### src/rtl/axis_uart_tx_pkg.sv
// Shared types and helpers for the AXI-Stream UART transmitter.
// FSM state encodings and the clocks-per-bit calculation.
package axis_uart_tx_pkg;

  typedef enum logic [2:0] {
    ST_IDLE   = 3'd0,
    ST_START  = 3'd1,
    ST_DATA   = 3'd2,
    ST_PARITY = 3'd3,
    ST_STOP   = 3'd4
  } state_t;

  function automatic int calc_clks_per_bit(
    input int clk_freq,
    input int baud
  );
    return clk_freq / baud;
  endfunction

endpackage

### src/rtl/uart_baud_gen.sv
// Bit-period timer: bit_tick on the last clk of each bit.
// Ports: clk, rst_n, clear (hold count at 0), bit_tick.
module uart_baud_gen #(
  parameter int CLKS_PER_BIT = 10
) (
  input  logic clk,
  input  logic rst_n,
  input  logic clear,
  output logic bit_tick
);

  localparam int CW = $clog2(CLKS_PER_BIT);

  logic [CW-1:0] cnt;

  assign bit_tick = (cnt == CW'(CLKS_PER_BIT - 1));

  always_ff @(posedge clk or negedge rst_n) begin
    if (!rst_n) begin
      cnt <= '0;
    end else if (clear || bit_tick) begin
      cnt <= '0;
    end else begin
      cnt <= cnt + 1'b1;
    end
  end

endmodule

### src/rtl/axis_uart_tx.sv
// AXI-Stream byte sink serialising to a UART TX line (8N1, opt. parity).
// Ports: clk, rst_n, s_axis_{data,valid,last,ready}, tx, busy, msg_done.
module axis_uart_tx
  import axis_uart_tx_pkg::*;
#(
  parameter int WIDTH     = 8,
  parameter int CLK_FREQ  = 50_000_000,
  parameter int BAUD      = 115_200,
  parameter int PARITY_EN = 0,
  parameter int STOP_BITS = 1
) (
  input  logic             clk,
  input  logic             rst_n,
  input  logic [WIDTH-1:0] s_axis_data,
  input  logic             s_axis_valid,
  input  logic             s_axis_last,
  output logic             s_axis_ready,
  output logic             tx,
  output logic             busy,
  output logic             msg_done
);

  localparam int CLKS_PER_BIT =
    calc_clks_per_bit(CLK_FREQ, BAUD);
  localparam int BCW =
    (WIDTH > 2) ? $clog2(WIDTH) : 1;

  if (CLKS_PER_BIT < 2) begin : g_bad_cpb
    $error("CLKS_PER_BIT must be >= 2");
  end

  state_t           state;
  logic [WIDTH-1:0] shreg;
  logic [BCW-1:0]   bit_cnt;
  logic             last_q;
  logic             par_q;
  logic             bit_tick;
  logic             hs;

  assign hs = s_axis_valid & s_axis_ready;

  // Timer idles at 0 so every frame's start bit
  // gets a full period; later states wrap on tick.
  uart_baud_gen #(
    .CLKS_PER_BIT(CLKS_PER_BIT)
  ) u_baud (
    .clk     (clk),
    .rst_n   (rst_n),
    .clear   (state == ST_IDLE),
    .bit_tick(bit_tick)
  );

  always_ff @(posedge clk or negedge rst_n) begin
    if (!rst_n) begin
      state        <= ST_IDLE;
      shreg        <= '0;
      bit_cnt      <= '0;
      last_q       <= 1'b0;
      par_q        <= 1'b0;
      tx           <= 1'b1;
      s_axis_ready <= 1'b0;
      busy         <= 1'b0;
      msg_done     <= 1'b0;
    end else begin
      msg_done <= 1'b0;
      unique case (state)
        ST_IDLE: begin
          if (hs) begin
            state        <= ST_START;
            tx           <= 1'b0;
            shreg        <= s_axis_data;
            last_q       <= s_axis_last;
            par_q        <= ^s_axis_data;
            bit_cnt      <= '0;
            s_axis_ready <= 1'b0;
            busy         <= 1'b1;
          end else begin
            s_axis_ready <= 1'b1;
          end
        end
        ST_START: begin
          if (bit_tick) begin
            state <= ST_DATA;
            tx    <= shreg[0];
            shreg <= shreg >> 1;
          end
        end
        ST_DATA: begin
          if (bit_tick) begin
            if (bit_cnt == BCW'(WIDTH - 1)) begin
              bit_cnt <= '0;
              if (PARITY_EN != 0) begin
                state <= ST_PARITY;
                tx    <= par_q;
              end else begin
                state <= ST_STOP;
                tx    <= 1'b1;
              end
            end else begin
              bit_cnt <= bit_cnt + 1'b1;
              tx      <= shreg[0];
              shreg   <= shreg >> 1;
            end
          end
        end
        ST_PARITY: begin
          if (bit_tick) begin
            state <= ST_STOP;
            tx    <= 1'b1;
          end
        end
        ST_STOP: begin
          if (bit_tick) begin
            if (bit_cnt == BCW'(STOP_BITS - 1)) begin
              state        <= ST_IDLE;
              bit_cnt      <= '0;
              busy         <= 1'b0;
              s_axis_ready <= 1'b1;
              msg_done     <= last_q;
              last_q       <= 1'b0;
            end else begin
              bit_cnt <= bit_cnt + 1'b1;
            end
          end
        end
        default: begin
          state <= ST_IDLE;
          tx    <= 1'b1;
          busy  <= 1'b0;
        end
      endcase
    end
  end

endmodule

### config.mk
export PLATFORM = sky130hd
export DESIGN_NAME = axis_uart_tx
export DESIGN_NICKNAME = d
export VERILOG_FILES = /design/src/rtl/axis_uart_tx_pkg.sv /design/src/rtl/uart_baud_gen.sv /design/src/rtl/axis_uart_tx.sv
export SDC_FILE = /design/constraint.sdc
export NUM_CORES = 1
export LEC_CHECK = 0
export CORE_ASPECT_RATIO = 0.7
export CORE_MARGIN = 3
export CORE_UTILIZATION = 40
export CTS_CLUSTER_SIZE = 30
export DETAILED_ROUTE_END_ITERATION = 10
export MAX_ROUTING_LAYER = met4
export PLACE_DENSITY = 0.7
export RECOVER_POWER = 50
export SLEW_MARGIN = 15
export SYNTH_ARGS = -nofsm -noshare
export SYNTH_HDL_FRONTEND = slang
export SYNTH_SLANG_ARGS = --single-unit
### constraint.sdc
create_clock -name clk -period 1.8 [get_ports clk]
set_input_delay 0.54 -clock clk [delete_from_list [all_inputs] [get_ports clk]]
set_output_delay 0.54 -clock clk [all_outputs]
set_load 0.05 [all_outputs]
==> flow_metrics.tcl <==
set metrics [dict create \
    finClkSkew_ps 14.22 \
    grt-ovfl-total 0 \
    rows 17 \
    async_flop_share_pct 100.0 \
    design_area_um2 2011 \
    synth.avg_cell_area_um2 10.54 \
    fin_crit_sh_pct 101.0 \
    clkLatencyLatePin_ps 280 \
    groute.layer.met1.usage_pct 21.96 \
    yosysTopAreaCell "dfrtp_1" \
    die_height_um 57.37 \
    synth_top_family_by_area "simple AND/OR/NAND/NOR gates" \
    finalSetupViolCount 4 \
    clock_path_buffers 2 \
    yosys.area.top_type_share_pct 44.81 \
    synthAdderAreaFrac_pct 4.149 \
    power_density_nw_per_um2 1153 \
    vias_per_cell 5.413 \
    ys_warn_count 0 \
    finalCriticalPeriod_ps 1819 \
    coreArea_um2 3382 \
    synth_seq_cells 28 \
    synthXorXnorAreaFrac_pct 5.228 \
    vias 1207 \
    seq_area_frac_synth_pct 46.56 \
    synth_edf_count 0 \
    numCtsBuffers 3 \
    dp_slack_ps -457.5 \
    reg2reg_slack_ps -20 \
    route.detailed.drc 0 \
    drt_first_iter_violations 85 \
    nets 194 \
    hold_class "register to register" \
    cap_violations 0 \
    synth-compound-area-share_pct 10.62 \
    start_util_pct 44.58 \
    crit_fanout 8 \
    worstMarginPinSlew_ps 691.9 \
    crit_type "register to register" \
    dpl-instance-area_um2 1853 \
    grt_util_met2_pct 26.98 \
    area_growth_pct 33.36 \
    htree_levels 1 \
    portBuffers 15 \
    grt_usage_pct 17.16 \
    synth_top_flop_cell "dfrtp_1" \
    busiest_layer "met2" \
    synth-simple-area-share_pct 15.52 \
    ir_worst_vdd_v 0.0007469 \
    synthMuxAreaShare_pct 13.69 \
    slew_violations 0 \
    gp_congestion 0.9294 \
    synth_fp_nets 160 \
    final_layout_size_suffix_gt1_share_pct 32.39 \
    power.static_leakage_nw 0.8593 \
    netlist_top_cells_area "dfrtp_1, mux2_4, mux2_2" \
    cts_root_buf "clkbuf_8" \
    synth_area_um2 1508 \
    failed_checks "setup timing" \
    ant_nets 0 \
    wl_per_cell_um 15.43 \
    cts.sinks 28 \
    finalHoldViolCount 0 \
    grt_pass1_vias 1267 \
    cts_tree "built" \
    grt_antenna_before_repair 0 \
    path_clk_slew_ps 90 \
    grtUsageMet3_pct 4.574 \
    cp.arrival_ps 1980 \
    final.setup.worst_slack_ps -18.63 \
    start_kind "register" \
    diodes 0 \
    cp-end-kind "register" \
    status "finished, violations left" \
    slew_headroom_pct 53.88 \
    whs_ps 520.6 \
    first_pass_iters 4 \
    grt_pass1_wl_mm 6.030 \
    synth_cells 143 \
    max_freq_mhz 549.9 \
    setup_tns_ps -44.71 \
    ys_types 38 \
    fillers 275 \
    io_pins 16 \
    rsz0062_at_grt "yes" \
    grt_max_degree 29 \
    dp_hpwl_mm 2.549 \
    die-area_um2 4554 \
    wl_mm 3.440 \
    critical_path_required_ps 1960 \
    die_w_um 79.38 \
]
==> placed cells by master (no fill, tap or decap), types with 3 or more instances in the layout <==
cell type	instances
dfrtp_1	27
buf_12	3
inv_1	6
mux2_4	7
ha_1	3
xnor2_1	7
clkdlybuf4s50_1	10
nand2_1	5
nand3_1	5
buf_4	21
clkbuf_8	3
o21ai_1	3
mux2_2	8
a21oi_1	4
nor2_1	19
nor3_1	3
==> kinds of logic after synthesis <==
family | count (synthesis)
and+or+nand+nor | 48
DFF | 28
AOI/OAI and AO/OA | 24
muxes | 16
buffers and inverters | 13
xor gates and xnor gates | 9
adders and majority gates | 5
==> power breakdown <==
group          leakage (nW)  internal [W]  switching [W]  total, W
logic                 0.476      0.000520       0.000374  0.000894
registers             0.348      0.000801       0.000129  0.000930
clock network        0.0357      0.000298       0.000197  0.000495
total                 0.859       0.00162       0.000700   0.00232
==> Yosys cell counts, types with 3 or more instances <==
cell and number:
mux2_4 7, mux2_2 8, nor2_1 21, inv_1 6, ha_1 5, nand2_1 5, a21oi_1 5, dfrtp_1 27
nand3_1 5, xnor2_1 7, a211o_1 3, o21ai_1 3, nor3_1 4, clkbuf_1 5
==> cell type report <==
type	instances	area, um^2	share of cell area [%]
clock buffers	3	41.29	2.054
clock inverters	1	30.03	1.493
inverters	6	22.52	1.120
multi-input cells	102	823.3	40.95
flip-flops and latches	28	701.9	34.91
well taps	47	58.81	2.925
repair buffers	36	332.8	16.55
==> state kept, by name, indices dropped and copies added, names as in the netlist <==
signal,count
s_axis_ready,1
u_baud.cnt,9
state,3
bit_cnt,3
msg_done,1
shreg,8
busy,1
tx,1
last_q,1
==> final timing paths <==
kind / startpoint / cells past startpoint / end
setup / recovery: u_baud.cnt[1] / 6 / shreg[5]
hold / removal: shreg[5] / 1 / shreg[5]
setup reg to reg: u_baud.cnt[1] / 6 / shreg[5]
hold reg to reg: shreg[5] / 1 / shreg[5]
max in group asynchronous: rst_n / 2 / shreg[5]
min in group asynchronous: rst_n / 2 / msg_done
==> critical path: stages, from the launching register on <==
cell	delay, ps
dfrtp_1	380
inv_1	60
ha_1	130
nand4b_1	120
or2_1	280
a211o_4	420
mux2_4	320
==> routing by layer <==
layer / share of wire (%) / routed length, um
met3: 5.6 / 193
met5: 0 / 0
met1: 45 / 1541
met2: 48 / 1665
met4: 1.1 / 39
==> through the flow <==
step                      util (%)  instances  total power [W]
final                        59.45        223         0.002319
after global placement       54.79        218         0.001737
after floorplan                  -        143         0.001459
after CTS                    57.53        223         0.002303
after detailed placement     54.79        218         0.001792
after global routing         59.45        223         0.002465
==> timing repair <==
item	CTS	global route
gates resized for setup	4	11
hold buffers	0	0
endpoints found under the hold margin	0	0
setup endpoints to repair	8	13
buffers inserted	1	0
pin swaps	1	1
(Power assumes the default switching activity.)
